`config.mk`:
```
export PLATFORM = sky130hd
export DESIGN_NAME = gpu_command_queue
export DESIGN_NICKNAME = d
export VERILOG_FILES = /design/src/rtl/gpu_command_queue.sv
export SDC_FILE = /design/constraint.sdc
export NUM_CORES = 1
export LEC_CHECK = 0
export BUFFER_PORTS_ARGS = -buffer_cell sky130_fd_sc_hd__buf_2
export CAP_MARGIN = 30
export CORE_ASPECT_RATIO = 0.9
export CORE_MARGIN = 4
export CORE_UTILIZATION = 56
export DETAILED_ROUTE_END_ITERATION = 8
export PLACE_DENSITY = 0.73
export SLEW_MARGIN = 10
export SYNTH_ARGS = -nofsm -noshare
export SYNTH_HDL_FRONTEND = slang
export SYNTH_SLANG_ARGS = --single-unit
```
`constraint.sdc`:
```
create_clock -name CLK -period 8.1 [get_ports CLK]
set_input_delay 0.405 -clock CLK [delete_from_list [all_inputs] [get_ports CLK]]
set_output_delay 0.405 -clock CLK [all_outputs]
set_load 0.01 [all_outputs]
```
`src/rtl/gpu_command_queue.sv`:
```
// Instruction FIFO between the CPU bus and the GPU. Queued words are issued to
// INS only on vertical-sync falling edges, and each one is held for FRAME_HOLD frames.
module gpu_command_queue #(
   parameter int DEPTH      = 16,
   parameter int FRAME_HOLD = 1
) (
   input  logic                     CLK,
   input  logic                     RST,
   input  logic                     WR_EN,
   input  logic [31:0]              WR_DATA,
   input  logic                     V_SYNC,
   output logic [31:0]              INS,
   output logic                     FULL,
   output logic                     EMPTY,
   output logic [$clog2(DEPTH):0]   COUNT,
   output logic                     OVERFLOW
);

   localparam int AW = $clog2(DEPTH);
   localparam int CW = AW + 1;

   typedef enum logic {IDLE, HOLD} state_t;

   state_t          r_state;
   state_t          w_stateNext;
   logic [31:0]     r_mem [DEPTH];
   logic [AW-1:0]   r_rdPtr;
   logic [AW-1:0]   r_wrPtr;
   logic [CW-1:0]   r_count;
   logic [7:0]      r_holdCnt;
   logic [7:0]      w_holdNext;
   logic [31:0]     r_ins;
   logic [31:0]     w_insNext;
   logic            r_vsQ;
   logic            r_ovf;
   logic            w_fe;
   logic            w_full;
   logic            w_empty;
   logic            w_push;
   logic            w_pop;

   // FULL and EMPTY come from the registered count, so a pop and a write in
   // the same cycle both see the occupancy from before that edge.
   assign w_fe    = r_vsQ & ~V_SYNC;
   assign w_full  = (r_count == CW'(DEPTH));
   assign w_empty = (r_count == '0);
   assign w_push  = WR_EN & ~w_full;

   always_ff @(posedge CLK) begin
      if (RST) r_state <= IDLE;
      else     r_state <= w_stateNext;
   end

   always_comb begin
      w_stateNext = r_state;
      case (r_state)
         IDLE: if (w_fe && !w_empty) w_stateNext = HOLD;
         HOLD: if (w_fe && r_holdCnt == 8'd0 && w_empty) w_stateNext = IDLE;
         default: w_stateNext = IDLE;
      endcase
   end

   always_comb begin
      w_pop      = 1'b0;
      w_insNext  = r_ins;
      w_holdNext = r_holdCnt;
      if (w_fe) begin
         case (r_state)
            IDLE: begin
               if (!w_empty) begin
                  w_pop      = 1'b1;
                  w_insNext  = r_mem[r_rdPtr];
                  w_holdNext = 8'(FRAME_HOLD - 1);
               end else begin
                  w_insNext  = 32'd0;
               end
            end
            HOLD: begin
               if (r_holdCnt != 8'd0) begin
                  w_holdNext = r_holdCnt - 8'd1;
               end else if (!w_empty) begin
                  w_pop      = 1'b1;
                  w_insNext  = r_mem[r_rdPtr];
                  w_holdNext = 8'(FRAME_HOLD - 1);
               end else begin
                  w_insNext  = 32'd0;
               end
            end
            default: w_insNext = 32'd0;
         endcase
      end
   end

   always_ff @(posedge CLK) begin
      if (RST) begin
         r_vsQ     <= 1'b1;
         r_rdPtr   <= '0;
         r_wrPtr   <= '0;
         r_count   <= '0;
         r_holdCnt <= 8'd0;
         r_ins     <= 32'd0;
         r_ovf     <= 1'b0;
      end else begin
         r_vsQ     <= V_SYNC;
         r_ins     <= w_insNext;
         r_holdCnt <= w_holdNext;
         if (w_push) r_wrPtr <= r_wrPtr + AW'(1);
         if (w_pop)  r_rdPtr <= r_rdPtr + AW'(1);
         case ({w_push, w_pop})
            2'b10:   r_count <= r_count + CW'(1);
            2'b01:   r_count <= r_count - CW'(1);
            default: r_count <= r_count;
         endcase
         if (WR_EN && w_full) r_ovf <= 1'b1;
      end
   end

   // Storage has no reset; stale entries are unreachable once the pointers clear.
   always_ff @(posedge CLK) begin
      if (w_push) r_mem[r_wrPtr] <= WR_DATA;
   end

   assign INS      = r_ins;
   assign FULL     = w_full;
   assign EMPTY    = w_empty;
   assign COUNT    = r_count;
   assign OVERFLOW = r_ovf;

endmodule

```
==> impl_metrics.env, run 1 <==
export IMPL_slew_headroom_pct=40.01
export IMPL_ys_seq_area_share_pct=75.44
export IMPL_cap_violations=0
export IMPL_drive_above_1_share_pct=27.85
export IMPL_place_congestion=0.7617
export IMPL_fill_cells=2539
export IMPL_crit_arrival_ns=4.54
export IMPL_synth_distinct_cells=51
export IMPL_min_path_type="input pin to flip-flop"
export IMPL_synth_warnings=0
export IMPL_cts_buffer_depth=3
export IMPL_setup_violations=0
export IMPL_core_um2=38540
export IMPL_fin_tns_setup_ns=0
export IMPL_ant_nets=0
export IMPL_drt_pass1_iterations=5
export IMPL_rows=68
export IMPL_fmax_ghz=0.2428
export IMPL_overflow=0
export IMPL_finalHoldViolations=0
export IMPL_finish_instance_area_um2=24870
export IMPL_met1_usage_pct=30.43
export IMPL_synth_cells=1091
export IMPL_drc=0
export IMPL_crit_start="r_holdCnt[0]"
export IMPL_dieWidth_um=216.8
export IMPL_clk_latency_ns=0.59
export IMPL_place_area_um2=23050
export IMPL_pin_count=76
export IMPL_required_ns=8.52
export IMPL_routed_wl_um=44410
export IMPL_antenna_cells=0
export IMPL_outcome="finished clean"
export IMPL_async_flop_share_pct=0
export IMPL_dieArea_um2=42470
export IMPL_fin_crit_ns=4.119
export IMPL_drt_iter0_drc=1200
export IMPL_power_density_nw_per_um2=277.7
export IMPL_start_kind="flip-flop"
export IMPL_power_leakage_nw=7.904
export IMPL_grt_max_degree=93
export IMPL_hold_slack_ns=0.05305
export IMPL_grtUsageTotal_pct=21.08
export IMPL_grt_pass1_vias=10950
export IMPL_tritoncts="yes"
export IMPL_syn_area_per_cell_um2=20.14
export IMPL_fin_util_pct=64.53
export IMPL_worstPathMaxFanout=12
export IMPL_synth_nets=1137
export IMPL_slew_viol_final=0
export IMPL_ff2ff_path_depth=11
export IMPL_fp_dieH_um=195.9
export IMPL_cp_endpoint="COUNT[4]"
export IMPL_ys_seq_elements=572
export IMPL_num_vias=10810
export IMPL_fin_crit_sh_pct=50.85
export IMPL_dp_hpwl_um=23040
export IMPL_portBuffers=75
export IMPL_via_per_inst=6.165
export IMPL_hold_path_depth=2
export IMPL_ctsHtreeMaxLevel=2
export IMPL_syn_area_um2=21970
export IMPL_rsz0062_at_grt="false"
export IMPL_grt_pass1_wl_um=67390
export IMPL_ctsRootBufferMaster="clkbuf_16"
export IMPL_clock_sinks=572
export IMPL_top_usage_layer="met2"
export IMPL_wl_per_cell_um=25.33
export IMPL_cts_resized=0
export IMPL_grt_util_met3_pct=4.135
export IMPL_worst_setup_path_type="flip-flop to flip-flop"
export IMPL_post_cts_repair_setup_buffers=0
export IMPL_end_kind="flip-flop"
export IMPL_cts_buffers=55
export IMPL_tightest_slew_ns=0.8950
export IMPL_r2r_slack_ns=3.98
export IMPL_timing_rr_start="r_holdCnt[0]"
export IMPL_antenna_found_initial=3
export IMPL_synth_edff_count=512
export IMPL_clk_pin_slew_worst_paths_ns=0.06
export IMPL_area_growth_syn_to_layout_pct=13.21
export IMPL_nNetsFinal=1229
export IMPL_initial_core_util_pct=57.01
export IMPL_hold_buffers=0
export IMPL_peakVddDrop_mv=0.1934
export IMPL_synth_flop_cell="edfxtp_1"
export IMPL_rr_endpoint="COUNT[4]"
export IMPL_met2_usage_pct=34.38
export IMPL_finalClockSkew_ns=0.02171
-- flip-flops by register name (all words and copies together) (netlist names), named ones only --
| signal | cells |
|---|---|
| r_vsQ | 1 |
| INS | 32 |
| OVERFLOW | 1 |
| r_rdPtr | 4 |
| r_wrPtr | 4 |
| r_mem | 512 |
| COUNT | 5 |
| r_state | 1 |
| r_holdCnt | 8 |
-- area by class of cell --
| type | instances | area, um^2 | share of cell area, % |
|---|---|---|---|
| Clock buffer | 69 | 1439 | 5.785 |
| Timing Repair Buffer | 101 | 606.8 | 2.440 |
| Tap cell | 525 | 656.9 | 2.641 |
| Sequential cell | 572 | 16590 | 66.69 |
| Multi-Input combinational cell | 447 | 5185 | 20.85 |
| Inverter | 6 | 22.52 | 0.09055 |
| Clock inverter | 33 | 374.1 | 1.504 |
-- placed cells by master (no fill, tap or decap), types with 5 or more instances in the layout --
cell | synthesis | routed
edfxtp_1 | 512 | 512
nand2_1 | 16 | 16
clkbuf_16 | 0 | 55
nand2b_1 | 5 | 5
clkbuf_1 | 34 | 13
a22o_1 | 32 | 32
nor2b_1 | 35 | 35
inv_1 | 6 | 6
mux2i_1 | 36 | 36
clkinv_1 | 0 | 6
a21oi_1 | 45 | 45
buf_2 | 19 | 75
clkinv_2 | 0 | 14
xor2_1 | 7 | 7
ha_1 | 10 | 10
mux4_2 | 128 | 128
nor3_1 | 9 | 5
dfxtp_1 | 60 | 56
bufinv_16 | 0 | 8
a211oi_1 | 34 | 34
nor2_1 | 40 | 27
nor2_4 | 0 | 13
buf_4 | 3 | 23
-- cell families (layout without fill, tap and decap cells) --
family	count (synthesis)	in the layout	share of synthesized area (%)
multiplexers	165	165	14.81
AND/OR/NAND/NOR	132	132	3.200
AO/OA/AOI/OAI	130	130	4.083
adder cells (fa/ha/maj)	10	10	0.5695
flip-flops	572	572	75.44
XOR/XNOR	10	10	0.3987
buffers and inverters	72	209	1.492
-- critical path, cell delays in order, from the launching register on --
cell,delay [ns]
dfxtp_1,0.31
inv_1,0.11
ha_1,0.17
or3b_2,0.51
o21ai_1,0.62
and3_1,0.40
ha_1,0.43
ha_1,0.24
nor4b_1,0.54
a211oi_1,0.17
nor4_1,0.30
o221ai_1,0.15
-- per-layer routing --
metal | vias up | part of all wire [%]
met4 | 6 | 1.6
met1 | 5652 | 41
met3 | 71 | 7.2
li1 | 4674 | -
met2 | 405 | 50
met5 | - | 0.086
-- cells in the mapped netlist (6+ instances only) --
cell type	number	area (um^2)
a211oi_1	34	255.2
a21oi_1	45	225.2
a22o_1	32	280.3
buf_1	7	26.28
buf_2	19	95.09
clkbuf_1	34	127.6
dfxtp_1	60	1201
edfxtp_1	512	15370
ha_1	10	125.1
inv_1	6	22.52
mux2i_1	36	360.4
mux4_2	128	2883
nand2_1	16	60.06
nor2_1	40	150.1
nor2b_1	35	219.0
nor3_1	9	45.04
xor2_1	7	61.31
-- power by group --
part | internal (W) | switching (W) | leakage (nW) | total [W]
Clock | 0.00151 | 0.00106 | 0.891 | 0.00257
Combinational | 0.000406 | 0.000469 | 1.90 | 0.000875
Sequential | 0.00336 | 0.0000992 | 5.11 | 0.00346
Total | 0.00528 | 0.00163 | 7.90 | 0.00691
-- stage by stage --
| step | setup slack (ns) | power [W] | cells |
|---|---|---|---|
| after floorplan | 4.055 | 0.004129 | 1091 |
| after global placement | 4.205 | 0.004385 | 1648 |
| after detailed placement | 4.020 | 0.004408 | 1650 |
| after CTS | 4.028 | 0.006967 | 1752 |
| after global routing | 3.584 | 0.007198 | 1753 |
| final | 3.981 | 0.006908 | 1753 |
-- how the worst min path moves through the flow --
stage / end / slack [ns] / startpoint
floorplan: r_holdCnt[0] / 0.44 / r_holdCnt[0]
global placement: OVERFLOW / 0.44 / OVERFLOW
detailed placement: INS[12] / 0.46 / INS[12]
CTS: r_vsQ / 0.04 / V_SYNC
global route: r_vsQ / 0.06 / V_SYNC
finish: r_vsQ / 0.05 / V_SYNC
No activity file was read; power rests on OpenSTA's default activity.
==> run 2: changes to the inputs <==
clock period = 3.9 ns   (was 8.1 ns; I/O delays follow)
==> run 2 against run 1 <==
Effect of this change:
- sequential cell count unchanged
- core utilization increased by 1.1 points
- via count increased by 0.97%
- worst hold slack improved by 0.067 ns
- largest power group unchanged
- worst setup slack got worse by 3.5 ns
==> impl_metrics.env, run 2 (same netlist as run 1, synthesis figures left out) <==
export IMPL_ant_nets=0
export IMPL_cp_slowest_stage_delay_ns=0.51
export IMPL_drive_above_1_share_pct=27.27
export IMPL_hold_slack_ns=0.1198
export IMPL_r2r_slack_ns=0.49
export IMPL_power_density_nw_per_um2=556.4
export IMPL_worst_setup_path_type="flip-flop to flip-flop"
export IMPL_critPathBufInv=1
export IMPL_pwr_share_comb_pct=13.6
export IMPL_grt_pass1_wl_um=67900
export IMPL_tightest_slew_ns=0.7839
export IMPL_clk_pin_slew_worst_paths_ns=0.06
export IMPL_antenna_found_initial=0
export IMPL_finalClockSkew_ns=0.01448
export IMPL_slew_viol_final=0
export IMPL_layout_commonest_cell="edfxtp_1"
export IMPL_power_share_sequential_pct=50.9
export IMPL_initial_core_util_pct=57.01
export IMPL_fin_util_pct=65.67
export IMPL_total_power_w=0.01408
export IMPL_dieArea_um2=42470
export IMPL_ctsHtreeMaxLevel=2
export IMPL_layout_common_cells="edfxtp_1, mux4_2, buf_2"
export IMPL_place_congestion=0.7722
export IMPL_rr_endpoint="COUNT[4]"
export IMPL_setup_violations=0
export IMPL_nNetsFinal=1281
export IMPL_worstPathMaxFanout=12
export IMPL_area_growth_syn_to_layout_pct=15.19
export IMPL_num_vias=10910
export IMPL_clk_latency_ns=0.59
export IMPL_fmax_ghz=0.2934
export IMPL_p_int_w=0.01075
export IMPL_slew_headroom_pct=47.62
export IMPL_routed_wl_um=44310
export IMPL_outcome="finished clean"
export IMPL_timing_rr_start="r_holdCnt[0]"
export IMPL_place_area_um2=23280
export IMPL_ctsRootBufferMaster="clkbuf_16"
export IMPL_fin_tns_setup_ns=0
export IMPL_crit_start="r_holdCnt[0]"
export IMPL_antenna_cells=0
export IMPL_core_um2=38540
export IMPL_drc=0
export IMPL_regMostFlops="r_mem"
export IMPL_seq_area_um2=16590
export IMPL_rsz0062_at_grt="false"
export IMPL_clockPowerShare_pct=35.4
export IMPL_crit_family="simple AND/OR/NAND/NOR gates"
export IMPL_pin_count=76
export IMPL_fin_crit_ns=3.409
export IMPL_drt_iter0_drc=1006
export IMPL_grt_pass1_vias=11130
export IMPL_cp_endpoint="COUNT[4]"
export IMPL_tritoncts="yes"
export IMPL_start_kind="flip-flop"
export IMPL_cp_depth=12
export IMPL_portBuffers=75
export IMPL_cp_common_cell="ha_1"
export IMPL_ff2ff_path_depth=12
export IMPL_fin_crit_sh_pct=87.40
export IMPL_multi_input_area_um2=5216
export IMPL_min_path_type="input pin to flip-flop"
export IMPL_peakVddDrop_mv=0.4662
export IMPL_cap_violations=0
export IMPL_cts_buffers=54
export IMPL_wl_per_cell_um=24.55
export IMPL_finish_instance_area_um2=25310
export IMPL_cts_buffer_depth=3
export IMPL_largest_reg_flops=512
export IMPL_switchingPower_w=0.003336
export IMPL_clock_sinks=572
export IMPL_fill_cells=2488
export IMPL_required_ns=4.33
export IMPL_post_cts_repair_setup_buffers=0
export IMPL_crit_chain="inv_1 > ha_1 > or3b_2 > o21ai_1 > and3_1 > ha_1 > xor2_1 > ha_1 > a31o_2 > a21boi_0 > nor4_1 > o221ai_1"
export IMPL_via_per_inst=6.046
export IMPL_grt_max_degree=43
export IMPL_dieWidth_um=216.8
export IMPL_grtUsageTotal_pct=21.10
export IMPL_end_kind="flip-flop"
export IMPL_finalHoldViolations=0
export IMPL_fp_dieH_um=195.9
export IMPL_crit_slowest_cell="or3b_2"
export IMPL_crit_arrival_ns=3.84
export IMPL_drt_pass1_iterations=5
export IMPL_rows=68
export IMPL_power_leakage_nw=8.067
export IMPL_swShare_pct=23.69
export IMPL_dp_hpwl_um=24930
export IMPL_overflow=0
[run 2: cell types whose count changed in the layout (fill, tap and decap cells not counted), sizes merged]
cell,delta
clkinv,-13
inv,+2
dlygate4sd3,+34
bufinv,-6
clkbuf,+18
clkinvlp,-2
buf,+19
[run 2: area by class of cell]
| cell class | instances | area share (%) |
|---|---|---|
| Sequential cell | 572 | 65.54 |
| Multi-Input combinational cell | 447 | 20.61 |
| Clock buffer | 87 | 6.110 |
| Timing Repair Buffer | 154 | 4.509 |
| Tap cell | 525 | 2.595 |
| Clock inverter | 14 | 0.5438 |
| Inverter | 6 | 0.08899 |
[run 2: power groups by stage]
stage	clock network [W]	registers [W]	logic (W)
global placement	0	0.00729	0.00188
detailed placement	0	0.00731	0.00191
floorplan	0	0.00727	0.00130
CTS	0.00508	0.00718	0.00195
global route	0.00535	0.00721	0.00210
finish	0.00499	0.00717	0.00192
[run 2: per-stage QoR]
step / instances / setup slack (ns)
4_1_cts: 1805 / 0.3297
6_report: 1805 / 0.4913
3_3_place_gp: 1669 / 0.4872
3_5_place_dp: 1670 / 0.3291
5_1_grt: 1805 / 0.1806
2_1_floorplan: 1091 / 0.7084
[run 2: worst register-to-register path, cell delays in order (launching register included)]
cell      delay [ns]
dfxtp_1         0.32
inv_1           0.11
ha_1            0.17
or3b_2          0.51
o21ai_1         0.16
and3_1          0.30
ha_1            0.43
xor2_1          0.13
ha_1            0.22
a31o_2          0.26
a21boi_0        0.13
nor4_1          0.33
o221ai_1        0.17
[run 2: worst min-delay path by stage]
stage | cells past startpoint | to | start | slack, ns
finish | 2 | COUNT[0] | RST | 0.12
global placement | 2 | r_vsQ | V_SYNC | 0.41
global route | 2 | COUNT[0] | RST | 0.14
detailed placement | 2 | r_vsQ | V_SYNC | 0.42
CTS | 2 | COUNT[0] | RST | 0.09
floorplan | 0 | r_mem[0][0] | WR_DATA[0] | 0.29
[run 2: what timing repair did]
action,4_1_cts,5_1_grt
resized for setup,0,1
hold buffers,34,0
hold endpoints to repair,515,0
setup endpoints to repair,0,1
[run 2: metal layers]
metal  global-route usage (%)  vias up  part of all wire, %  routed length, um
li1                         -     4781                    -                  -
met1                    30.71     5696                   43              19010
met2                    34.61      369                   50              22050
met3                    3.128       67                  5.5               2434
met4                    4.977        0                  1.8                814
met5                        0        -                    0                  0
==> run 3: changes to the inputs <==
CORE_UTILIZATION = 55   (was 56)
PLACE_DENSITY = 0.75   (was 0.73)
clock period = 3.02 ns   (was 3.9 ns; I/O delays follow)
==> run 3 against run 2 <==
Effect of this change:
- sequential power rose by 29%
- final area rose by 1.6%
- sequential share of layout area fell by 1.0 points
- worst hold slack got worse by 0.073 ns
- register-to-register slack got worse by 0.30 ns
- combinational power rose by 39%
- via count rose by 2.0%
- cell count rose by 1.6%
- clock power rose by 35%
- worst setup slack got worse by 0.30 ns
- sequential cell count did not move
- routed wire length rose by 4.7%
- largest power group unchanged
==> impl_metrics.env, run 3 (same netlist as run 1, synthesis figures left out) <==
export IMPL_cap_violations=0
export IMPL_tightest_slew_ns=0.6214
export IMPL_min_path_type="input pin to flip-flop"
export IMPL_clk_pin_slew_worst_paths_ns=0.06
export IMPL_rr_endpoint="COUNT[4]"
export IMPL_portBuffers=75
export IMPL_drive_above_1_share_pct=29.62
export IMPL_nNetsFinal=1301
export IMPL_multi_input_area_um2=5234
export IMPL_setup_violations=0
export IMPL_ff2ff_path_depth=12
export IMPL_slew_headroom_pct=58.57
export IMPL_core_um2=39450
export IMPL_initial_core_util_pct=55.69
export IMPL_fp_dieH_um=197.6
export IMPL_via_per_inst=6.074
export IMPL_antenna_found_initial=1
export IMPL_timing_rr_start="r_holdCnt[0]"
export IMPL_hold_path_depth=2
export IMPL_rows=69
export IMPL_crit_arrival_ns=3.28
export IMPL_seq_area_um2=16590
export IMPL_min_to="r_wrPtr[2]"
export IMPL_regMostFlops="r_mem"
export IMPL_area_growth_syn_to_layout_pct=17.02
export IMPL_overflow=0
export IMPL_num_vias=11130
export IMPL_cts_buffer_depth=3
export IMPL_power_leakage_nw=8.256
export IMPL_drt_pass1_iterations=5
export IMPL_grtUsageTotal_pct=22.09
export IMPL_routed_wl_um=46380
export IMPL_start_kind="flip-flop"
export IMPL_met2_usage_pct=35.74
export IMPL_grt_pass1_vias=11570
export IMPL_tritoncts="yes"
export IMPL_worstPathMaxFanout=7
export IMPL_ctsRootBufferMaster="clkbuf_16"
export IMPL_grt_pass1_wl_um=71320
export IMPL_layout_common_cells="edfxtp_1, mux4_2, buf_2"
export IMPL_hold_start="RST"
export IMPL_fmax_ghz=0.3531
export IMPL_fin_tns_setup_ns=0
export IMPL_grt_max_degree=54
export IMPL_total_power_w=0.01862
export IMPL_cts_buffers=54
export IMPL_fin_crit_sh_pct=93.78
export IMPL_dp_hpwl_um=25350
export IMPL_drt_iter0_drc=937
export IMPL_met1_usage_pct=31.94
export IMPL_pin_count=76
export IMPL_end_kind="flip-flop"
export IMPL_power_density_nw_per_um2=724.3
export IMPL_largest_reg_flops=512
export IMPL_wl_per_cell_um=25.30
export IMPL_clk_latency_ns=0.61
export IMPL_fin_crit_ns=2.832
export IMPL_r2r_slack_ns=0.19
export IMPL_finalClockSkew_ns=0.02782
export IMPL_ctsHtreeMaxLevel=2
export IMPL_slew_viol_final=0
export IMPL_top_usage_layer="met2"
export IMPL_dieWidth_um=218.7
export IMPL_dieArea_um2=43210
export IMPL_layout_commonest_cell="edfxtp_1"
export IMPL_ant_nets=0
export IMPL_worst_setup_path_type="flip-flop to flip-flop"
export IMPL_place_congestion=0.7458
export IMPL_peakVddDrop_mv=0.5441
export IMPL_finalHoldViolations=0
export IMPL_outcome="finished clean"
export IMPL_grt_util_met3_pct=3.768
export IMPL_required_ns=3.47
export IMPL_drc=0
export IMPL_fill_cells=2593
export IMPL_clock_sinks=572
-- run 3: cell types whose count changed in the layout (fill, tap and decap cells not counted), sizes merged, moves of 2 or more --
cell	before	now
buf	120	140
bufinv	2	4
clkbuf	87	73
clkinvlp	0	3
clkinv	9	19
-- run 3: where the power goes --
group          internal, W  switching, W
combinational      0.00129       0.00137
clock              0.00388       0.00283
sequential         0.00902      0.000228
-- run 3: what timing repair did --
item / 4_1_cts / 5_1_grt
buffers inserted: 0 / 0
hold endpoints to repair: 515 / 0
setup endpoints to repair: 1 / 2
resized for setup: 1 / 3
hold buffers: 34 / 0
-- run 3: worst max-delay path by stage --
stage	from	end	slack, ns
2_1_floorplan	COUNT[2]	r_mem[15][0]	-0.17
6_report	r_holdCnt[0]	COUNT[4]	0.19
4_1_cts	r_holdCnt[0]	COUNT[4]	0.05
3_3_place_gp	r_holdCnt[0]	COUNT[4]	-0.007
5_1_grt	r_holdCnt[1]	COUNT[4]	-0.03
3_5_place_dp	r_holdCnt[0]	COUNT[4]	-0.06
-- run 3: metal layers --
| metal | wire length, um | vias to the layer above | part of all wire [%] |
|---|---|---|---|
| li1 | - | 4815 | - |
| met1 | 19240 | 5841 | 41 |
| met2 | 23040 | 408 | 50 |
| met3 | 3056 | 70 | 6.6 |
| met4 | 1038 | 0 | 2.2 |
| met5 | 0 | - | 0 |
-- run 3: critical path, stage by stage, from the launching register on --
cell      delay (ns)
dfxtp_1         0.31
inv_1           0.07
ha_1            0.16
or3b_2          0.46
o21ai_1         0.19
and3_4          0.23
ha_4            0.17
xor2_1          0.07
ha_1            0.20
a31o_2          0.25
a21boi_0        0.12
nor4_1          0.28
o221ai_1        0.15
-- run 3: metrics by stage --
| stage | hold WS, ns | std cells | worst slack (ns) | utilization (%) | area [um^2] |
|---|---|---|---|---|---|
| after floorplan | 0.2499 | 1091 | -0.1716 | - | 22000 |
| after global placement | 0.3692 | 1697 | -0.007182 | 59.72 | 23560 |
| after detailed placement | 0.3705 | 1697 | -0.06393 | 59.72 | 23560 |
| after CTS | 0.03387 | 1832 | 0.05299 | 65.12 | 25690 |
| after global routing | 0.09756 | 1833 | -0.03058 | 65.17 | 25710 |
| final | 0.04652 | 1833 | 0.1879 | 65.17 | 25710 |
-- run 3: final cells by class --
type	count	share of cell area (%)
repair buffers	174	5.509
multi-input cells	447	20.36
clock buffers	73	5.927
well taps	532	2.589
diodes	1	0.009733
clock inverters	28	1.002
inverters	6	0.08760
flip-flops and latches	572	64.52
